File: src/rtl/prometheus_fx3_mode_sched.sv
// prometheus_fx3_mode_sched: shares the FX3 slave-FIFO GPIF bus between the
// stream-in and stream-out engines with setup, drain and turnaround phases.
module prometheus_fx3_mode_sched #(
    parameter int unsigned ADDR_SETUP  = 2,
    parameter int unsigned TURNAROUND  = 3,
    parameter int unsigned ACT_TIMEOUT = 64,
    parameter logic [1:0]  IN_ADDR     = 2'b00,
    parameter logic [1:0]  OUT_ADDR    = 2'b11
) (
    input  logic       clk_100,
    input  logic       rst_n,
    input  logic       i_stream_in_en,
    input  logic       i_stream_out_en,
    input  logic       i_gpif_wr_rdy_d,
    input  logic       i_gpif_rd_rdy_d,
    input  logic       i_stream_in_we_n,
    input  logic       i_stream_out_re_n,
    input  logic       i_stream_out_oe_n,
    output logic       o_stream_in_mode_selected,
    output logic       o_stream_out_mode_selected,
    output logic [1:0] o_gpif_addr,
    output logic       o_gpif_we_n,
    output logic       o_gpif_re_n,
    output logic       o_gpif_oe_n,
    output logic       o_busy,
    output logic       o_strobe_err
);

    localparam logic [3:0] SETUP_LAST = 4'(ADDR_SETUP - 1);
    localparam logic [3:0] TA_LAST    = 4'(TURNAROUND);
    localparam logic [7:0] ACT_LAST   = 8'(ACT_TIMEOUT - 1);

    typedef enum logic [1:0] {
        S_IDLE,
        S_SETUP,
        S_GRANT,
        S_DRAIN
    } state_t;

    state_t     state;
    logic       owner_out;
    logic       last_out;
    logic       seen_active;
    logic       viol_q;
    logic [3:0] cnt;
    logic [7:0] act_cnt;

    logic req_in;
    logic req_out;
    logic pick_out;
    logic in_own;
    logic out_own;
    logic own_low;
    logic own_en;
    logic grant_done;
    logic viol;

    assign req_in   = i_stream_in_en & i_gpif_wr_rdy_d;
    assign req_out  = i_stream_out_en & i_gpif_rd_rdy_d;
    // On a tie the engine that did not own the previous tenure wins.
    assign pick_out = (req_in & req_out) ? ~last_out : req_out;

    assign in_own  = (state != S_IDLE) & ~owner_out;
    assign out_own = (state != S_IDLE) & owner_out;

    assign own_low = owner_out ? (~i_stream_out_re_n | ~i_stream_out_oe_n)
                               : ~i_stream_in_we_n;
    assign own_en  = owner_out ? i_stream_out_en : i_stream_in_en;

    assign grant_done = (seen_active & ~own_low)
                      | ~own_en
                      | (~seen_active & (act_cnt == ACT_LAST));

    assign viol = (~in_own & ~i_stream_in_we_n)
                | (~out_own & (~i_stream_out_re_n | ~i_stream_out_oe_n));

    assign o_gpif_we_n = in_own  ? i_stream_in_we_n  : 1'b1;
    assign o_gpif_re_n = out_own ? i_stream_out_re_n : 1'b1;
    assign o_gpif_oe_n = out_own ? i_stream_out_oe_n : 1'b1;
    assign o_busy      = (state != S_IDLE);

    // Tenure sequencer: arbitrate, address setup, grant, drain/turnaround.
    always_ff @(posedge clk_100 or negedge rst_n) begin
        if (!rst_n) begin
            state                      <= S_IDLE;
            owner_out                  <= 1'b0;
            last_out                   <= 1'b1;
            seen_active                <= 1'b0;
            cnt                        <= 4'd0;
            act_cnt                    <= 8'd0;
            o_gpif_addr                <= IN_ADDR;
            o_stream_in_mode_selected  <= 1'b0;
            o_stream_out_mode_selected <= 1'b0;
        end else begin
            unique case (state)
                S_IDLE: begin
                    if (req_in | req_out) begin
                        owner_out   <= pick_out;
                        o_gpif_addr <= pick_out ? OUT_ADDR : IN_ADDR;
                        cnt         <= 4'd0;
                        state       <= S_SETUP;
                    end
                end
                S_SETUP: begin
                    if (cnt == SETUP_LAST) begin
                        act_cnt                    <= 8'd0;
                        seen_active                <= 1'b0;
                        o_stream_in_mode_selected  <= ~owner_out;
                        o_stream_out_mode_selected <= owner_out;
                        state                      <= S_GRANT;
                    end else begin
                        cnt <= cnt + 4'd1;
                    end
                end
                S_GRANT: begin
                    seen_active <= seen_active | own_low;
                    if (act_cnt != ACT_LAST) begin
                        act_cnt <= act_cnt + 8'd1;
                    end
                    if (grant_done) begin
                        o_stream_in_mode_selected  <= 1'b0;
                        o_stream_out_mode_selected <= 1'b0;
                        cnt                        <= 4'd0;
                        state                      <= S_DRAIN;
                    end
                end
                S_DRAIN: begin
                    if (own_low) begin
                        cnt <= 4'd0;
                    end else if (cnt == TA_LAST) begin
                        last_out <= owner_out;
                        state    <= S_IDLE;
                    end else begin
                        cnt <= cnt + 4'd1;
                    end
                end
                default: state <= S_IDLE;
            endcase
        end
    end

    // Pulse once at the onset of any strobe driven by a non-owner.
    always_ff @(posedge clk_100 or negedge rst_n) begin
        if (!rst_n) begin
            viol_q       <= 1'b0;
            o_strobe_err <= 1'b0;
        end else begin
            viol_q       <= viol;
            o_strobe_err <= viol & ~viol_q;
        end
    end

endmodule

File: config.mk
export PLATFORM = sky130hd
export DESIGN_NAME = prometheus_fx3_mode_sched
export DESIGN_NICKNAME = d
export VERILOG_FILES = /design/src/rtl/prometheus_fx3_mode_sched.sv
export SDC_FILE = /design/constraint.sdc
export NUM_CORES = 1
export LEC_CHECK = 0
export BUFFER_PORTS_ARGS = -buffer_cell sky130_fd_sc_hd__clkbuf_2
export CAP_MARGIN = 20
export CORE_MARGIN = 8
export CORE_UTILIZATION = 40
export DETAILED_ROUTE_END_ITERATION = 7
export PLACE_DENSITY_LB_ADDON = 0.15
export SLEW_MARGIN = 15
export SYNTH_ARGS = -nofsm -noshare
export SYNTH_HDL_FRONTEND = slang
export SYNTH_SLANG_ARGS = --single-unit
File: constraint.sdc
create_clock -name clk_100 -period 2.2 [get_ports clk_100]
set_input_delay 0.44 -clock clk_100 [delete_from_list [all_inputs] [get_ports clk_100]]
set_output_delay 0.44 -clock clk_100 [all_outputs]
set_load 0.02 [all_outputs]
==> After elaboration in Yosys (flattened, before gate mapping) <==
Index checks and enable logic that the tools add are counted.
{ "word_totals": {"register_bits": 23, "latch_bits": 0, "mem_bits_rw": 0, "rom_bits": 0, "inputBits": 9, "n_memories": 0} }
{ "op_classes": {"addsub": 2, "multipliers": 0, "div": 0, "n_lt_le_gt_ge": 0, "n_eq_ne": 15, "shifts": 0, "muxes": 29, "n_bitwise": 27, "reduce_logical": 10} }
{ "ops": {"columns": ["cell", "n"], "rows": [
  ["two-way mux 4 bit", 5],
  ["two-way mux 8 bit", 2],
  ["case mux 4 bit (4 select lines)", 1],
  ["case mux 8 bit (2 select lines)", 1],
  ["inequality test 2 bit (second input constant)", 7],
  ["two-way mux 2 bit", 6],
  ["NOT 1 bit", 11],
  ["AND 1 bit", 10],
  ["two-way mux 1 bit", 10],
  ["AND reduction 3 bit", 3],
  ["adder 8 x 1 -> 8 bit (second input constant)", 1],
  ["== test 8 x 6 -> 1 bit (second input constant)", 1],
  ["inequality test 8 x 6 -> 1 bit (second input constant)", 1],
  ["case mux 2 bit (4 select lines)", 1],
  ["OR 1 bit", 6],
  ["case mux 1 bit (2 select lines)", 3],
  ["AND reduction 5 bit", 1],
  ["adder 4 x 1 -> 4 bit (second input constant)", 1],
  ["== test 2 bit (second input constant)", 2],
  ["== test 4 x 1 -> 1 bit (second input constant)", 1],
  ["== test 4 x 2 -> 1 bit (second input constant)", 1],
  ["AND reduction 2 bit", 2],
  ["AND reduction 4 bit", 1],
  ["nonzero test 2 bit", 2],
  ["3 further kinds", 3]
]} }

==> Depth between registers and ports, before layout <==
{ "depth": {"word_depth": 9, "depth_mapped": 8, "depth_no_buf": 7} }

==> Worst setup path before layout <==
No wires, ideal clock.
{ "synth_timing": {"kind": "flip-flop to flip-flop", "start": "register state[0]", "end": "register cnt[2]", "setup_ns": 0.078, "arrival_time_ns": 1.717, "path_slack_ns": 0.405, "stages_incl_launch_ff": 9, "n_path_buf": 1, "synth_period_minus_slack_ns": 1.795, "cell_sequence": "dfrtp_1 -> inv_1 -> ha_1 -> buf_2 -> inv_1 -> a221o_1 -> nand3_1 -> or3b_1 -> o2bb2ai_1"} }
{ "synth_between": {"elab_chain_cells": 3, "elab_cells_between_ends": 10} }
{ "synth_lines": {"columns": ["item", "line_no", "text"], "rows": [
  ["from (decl)", "40", "state_t state;"],
  ["from (signal assigned)", "85", "state <= S_IDLE;"],
  ["from (signal assigned)", "101", "state <= S_SETUP;"],
  ["from (signal assigned)", "110", "state <= S_GRANT;"],
  ["== test 2 bit (tied with other cells)", "95", "unique case (state)"],
  ["inequality test 3 bit (no line) or inequality test 2 bit (tied branches)", null, null],
  ["AND reduction 4 bit (no line)", null, null],
  ["to (signal assigned)", "112", "cnt <= cnt + 4'd1;"],
  ["to (signal assigned)", "134", "cnt <= cnt + 4'd1;"],
  ["to (decl)", "45", "logic [3:0] cnt;"]
]} }
Several ways; a longest one is shown, not always the timed one.
A chain may end at the register's enable or synchronous reset.

==> Final worst setup path <==
{ "layout_timing": {"start": "register state[0]", "end": "output port o_gpif_oe_n"} }
{ "layout_between": {"elab_chain_cells": 3} }
{ "layout_lines": {"columns": ["item", "line_no", "text"], "rows": [
  ["nonzero test 2 bit", "64", "assign out_own = (state != S_IDLE) & owner_out;"],
  ["AND 1 bit", "64", null],
  ["two-way mux 1 bit", "79", "assign o_gpif_oe_n = out_own ? i_stream_out_oe_n : 1'b1;"],
  ["to (decl)", "24", "output logic o_gpif_oe_n,"]
]} }
Every way passes these cells.

==> results.cfg <==
[worst_setup_path]
startpoint = state[0]
start_kind = flip-flop
end_kind = output pin
worstPathArrival_ns = 1.58
endpoint = o_gpif_oe_n
critPathKind = flip-flop to output pin
r2r-end = cnt[1]
rr_worst_depth = 7
reg2reg_slack_ns = 0.30
required_ns = 1.76
crit_fanout = 9
r2r_start = state[0]

[cells_and_area]
fillers = 289
drive_above_1_share_pct = 20.5
regArea_um2 = 527
fin_nets = 163
diodes = 0
area.growth.synth_to_final_pct = 11.8
multiInputGateArea_um2 = 691

[global_route]
grt_pass1_wl_um = 4170
grt_pass1_vias = 965
overflow = 0
antenna_found_initial = 0
grtUsageTotal_pct = 9.85
grt_max_degree = 22

[detailed_routing]
wl_per_cell_um = 13.1
wirelength_um = 2490
num_vias = 969
wl_met1_um = 1170
top_layer = met4
viasPerCell = 5.10
met3_length_um = 107
first_iter_violations = 37
routed-wl-met2_um = 1190
antenna_left = 0
drt_pass1_iterations = 4
drc_errors = 0

[die]
die_width_um = 72.4
die-area_um2 = 5240
start_util_pct = 41.7
io_pins = 18
fp-row-count = 20
core_um2 = 3050
die_h_um = 72.4

[logic_synthesis]
synth_cell_types = 37
yosysMostFrequentCell = dfrtp_1
ys_async_sr_fraction_pct = 100
synth_edf_count = 0
ys.flop_type = dfrtp_1
netlist.area_leader.share_pct = 39.3
yosys-top-cells-count = 20 x dfrtp_1, 15 x nor2_1, 10 x nand2_1
synth.area.top_cells = dfrtp_1 39%, ha_1 6.9%, nor2_1 4.4%
yosysSeqAreaShare_pct = 41.4
syn_inst = 128
syn_area_per_cell_um2 = 9.94
yosys_warnings = 0
syn-num-nets = 144
syn_area_um2 = 1270
yosys.area.top_type = dfrtp_1
synth_seq_cells = 21

[timing]
setup_viol = 0
finalHoldViolations = 0
fin_crit_sh_pct = 91.9
slew_headroom_pct = 65.1
tightest_slew_ns = 0.523
skew_ns = 0.00975
drv_slew = 0
max_freq_mhz = 494
holdWs_ns = 0.0730
period_needed_ns = 2.02
rsz0062_at_grt = false
setup_tns_ns = 0

[clocking]
h-tree-depth = 1
cts_sinks = 21
clk_latency_ns = 0.31
postCtsResizedCells = 0
cts_buffers = 3
cts-root-buf = clkbuf_4
clkTransAtPathRegs_ns = 0.12
clk_path_buf_depth = 2
hold_buffers = 0
cts_tree = done
post_cts_buffers = 0

[power]
seq_power_share_pct = 36.2
net-switching-power_mw = 0.760
p_per_area_nw_per_um2 = 1210
p_sw_share_pct = 44.1
p_leak_nw = 0.644
internal_power_mw = 0.963
p_comb_share_pct = 52.8
ir_drop_uv = 699
power_frac_clock_pct = 11.0

[flow_run]
drv_cap = 0

[placement]
gp_congestion = 0.814
numPortBuffers = 17
hpwlAfterDp_um = 1970

[outcome]
status = complete, no violations

[hold_path]
hold_path.class = primary input to async pin
[layer usage]
metal  global-route usage (%)  vias up
met5                        0        -
met4                     3.56        0
met3                     3.31        4
met2                     16.4       14
met1                     11.4      458
li1                         -      493
[worst min path at each step]
stage	endpoint	slack [ns]	depth (start not counted)
2_1_floorplan	act_cnt[0]	0.14	0
3_3_place_gp	o_strobe_err	0.39	1
3_5_place_dp	o_strobe_err	0.39	1
4_1_cts	act_cnt[1]	0.09	1
5_1_grt	act_cnt[4]	0.10	1
6_report	act_cnt[4]	0.07	1
[worst max-delay path, stage by stage (launching register included)]
cell      delay (ns)
dfrtp_1         0.40
inv_1           0.08
ha_1            0.30
or3_1           0.34
clkbuf_2        0.17
[area by class of cell]
type                    count  share of cell area [%]
clock inverters             1                   0.352
inverters                   8                    2.11
clock buffers               3                    1.58
repair buffers             18                    6.51
well taps                  44                    3.87
multi-input cells          95                    48.5
flip-flops and latches     21                    37.0
[cell usage in the layout (no fill, tap or decap)]
cell type	instances
nor2_1	15
and2_1	2
o21ai_4	1
nor3b_2	1
nor2b_1	3
nand2_1	10
mux2i_1	4
nand2b_1	3
nor3_1	4
a31oi_1	1
o21a_1	1
mux2_1	1
a22o_1	4
dfrtp_1	20
buf_4	1
a32oi_1	1
xnor2_1	6
o2111ai_2	1
or3_1	4
a21oi_1	3
a221o_1	1
and3_4	1
and4bb_2	1
inv_1	8
nand3_1	4
o2111ai_1	2
and3_1	2
nand4_1	1
a41o_1	1
mux2_2	1
clkbuf_4	3
o21ai_0	4
clkinv_2	1
ha_1	7
nand4bb_4	1
or3b_1	1
clkbuf_2	17
o2bb2ai_1	3
dfstp_2	1
[through the flow]
stage | utilization [%] | worst slack, ns | power [mW] | instances | instance area (µm²)
finish | 46.6 | 0.177 | 1.72 | 190 | 1420
global route | 46.6 | 0.0908 | 1.87 | 190 | 1420
detailed placement | 45.7 | 0.312 | 1.55 | 186 | 1400
global placement | 45.7 | 0.346 | 1.53 | 186 | 1400
floorplan | - | 0.405 | 1.36 | 128 | 1270
CTS | 46.6 | 0.155 | 1.75 | 190 | 1420
[sequential cells by signal, summed over array words and instances (netlist names)]
register                    flops
seen_active                     1
state                           2
o_gpif_addr                     1
last_out                        1
o_stream_out_mode_selected      1
act_cnt                         8
cnt                             4
viol_q                          1
o_strobe_err                    1
o_stream_in_mode_selected       1
[power groups by stage]
stage	logic, mW	registers, mW	clock network, mW
2_1_floorplan	0.727	0.630	0
3_3_place_gp	0.907	0.627	0
3_5_place_dp	0.922	0.631	0
4_1_cts	0.928	0.623	0.201
5_1_grt	1.01	0.643	0.217
6_report	0.910	0.623	0.190
[cells by family after synthesis]
group,after synthesis,synth area share [%]
XOR/XNOR,6,4.13
AO/OA/AOI/OAI,23,14.8
adder cells (fa/ha/maj),7,6.88
multiplexers,6,4.92
AND/OR/NAND/NOR,53,23.6
flip-flops,21,41.4
buffers and inverters,12,4.33
Note: power is estimated with default switching activity, not from simulation.
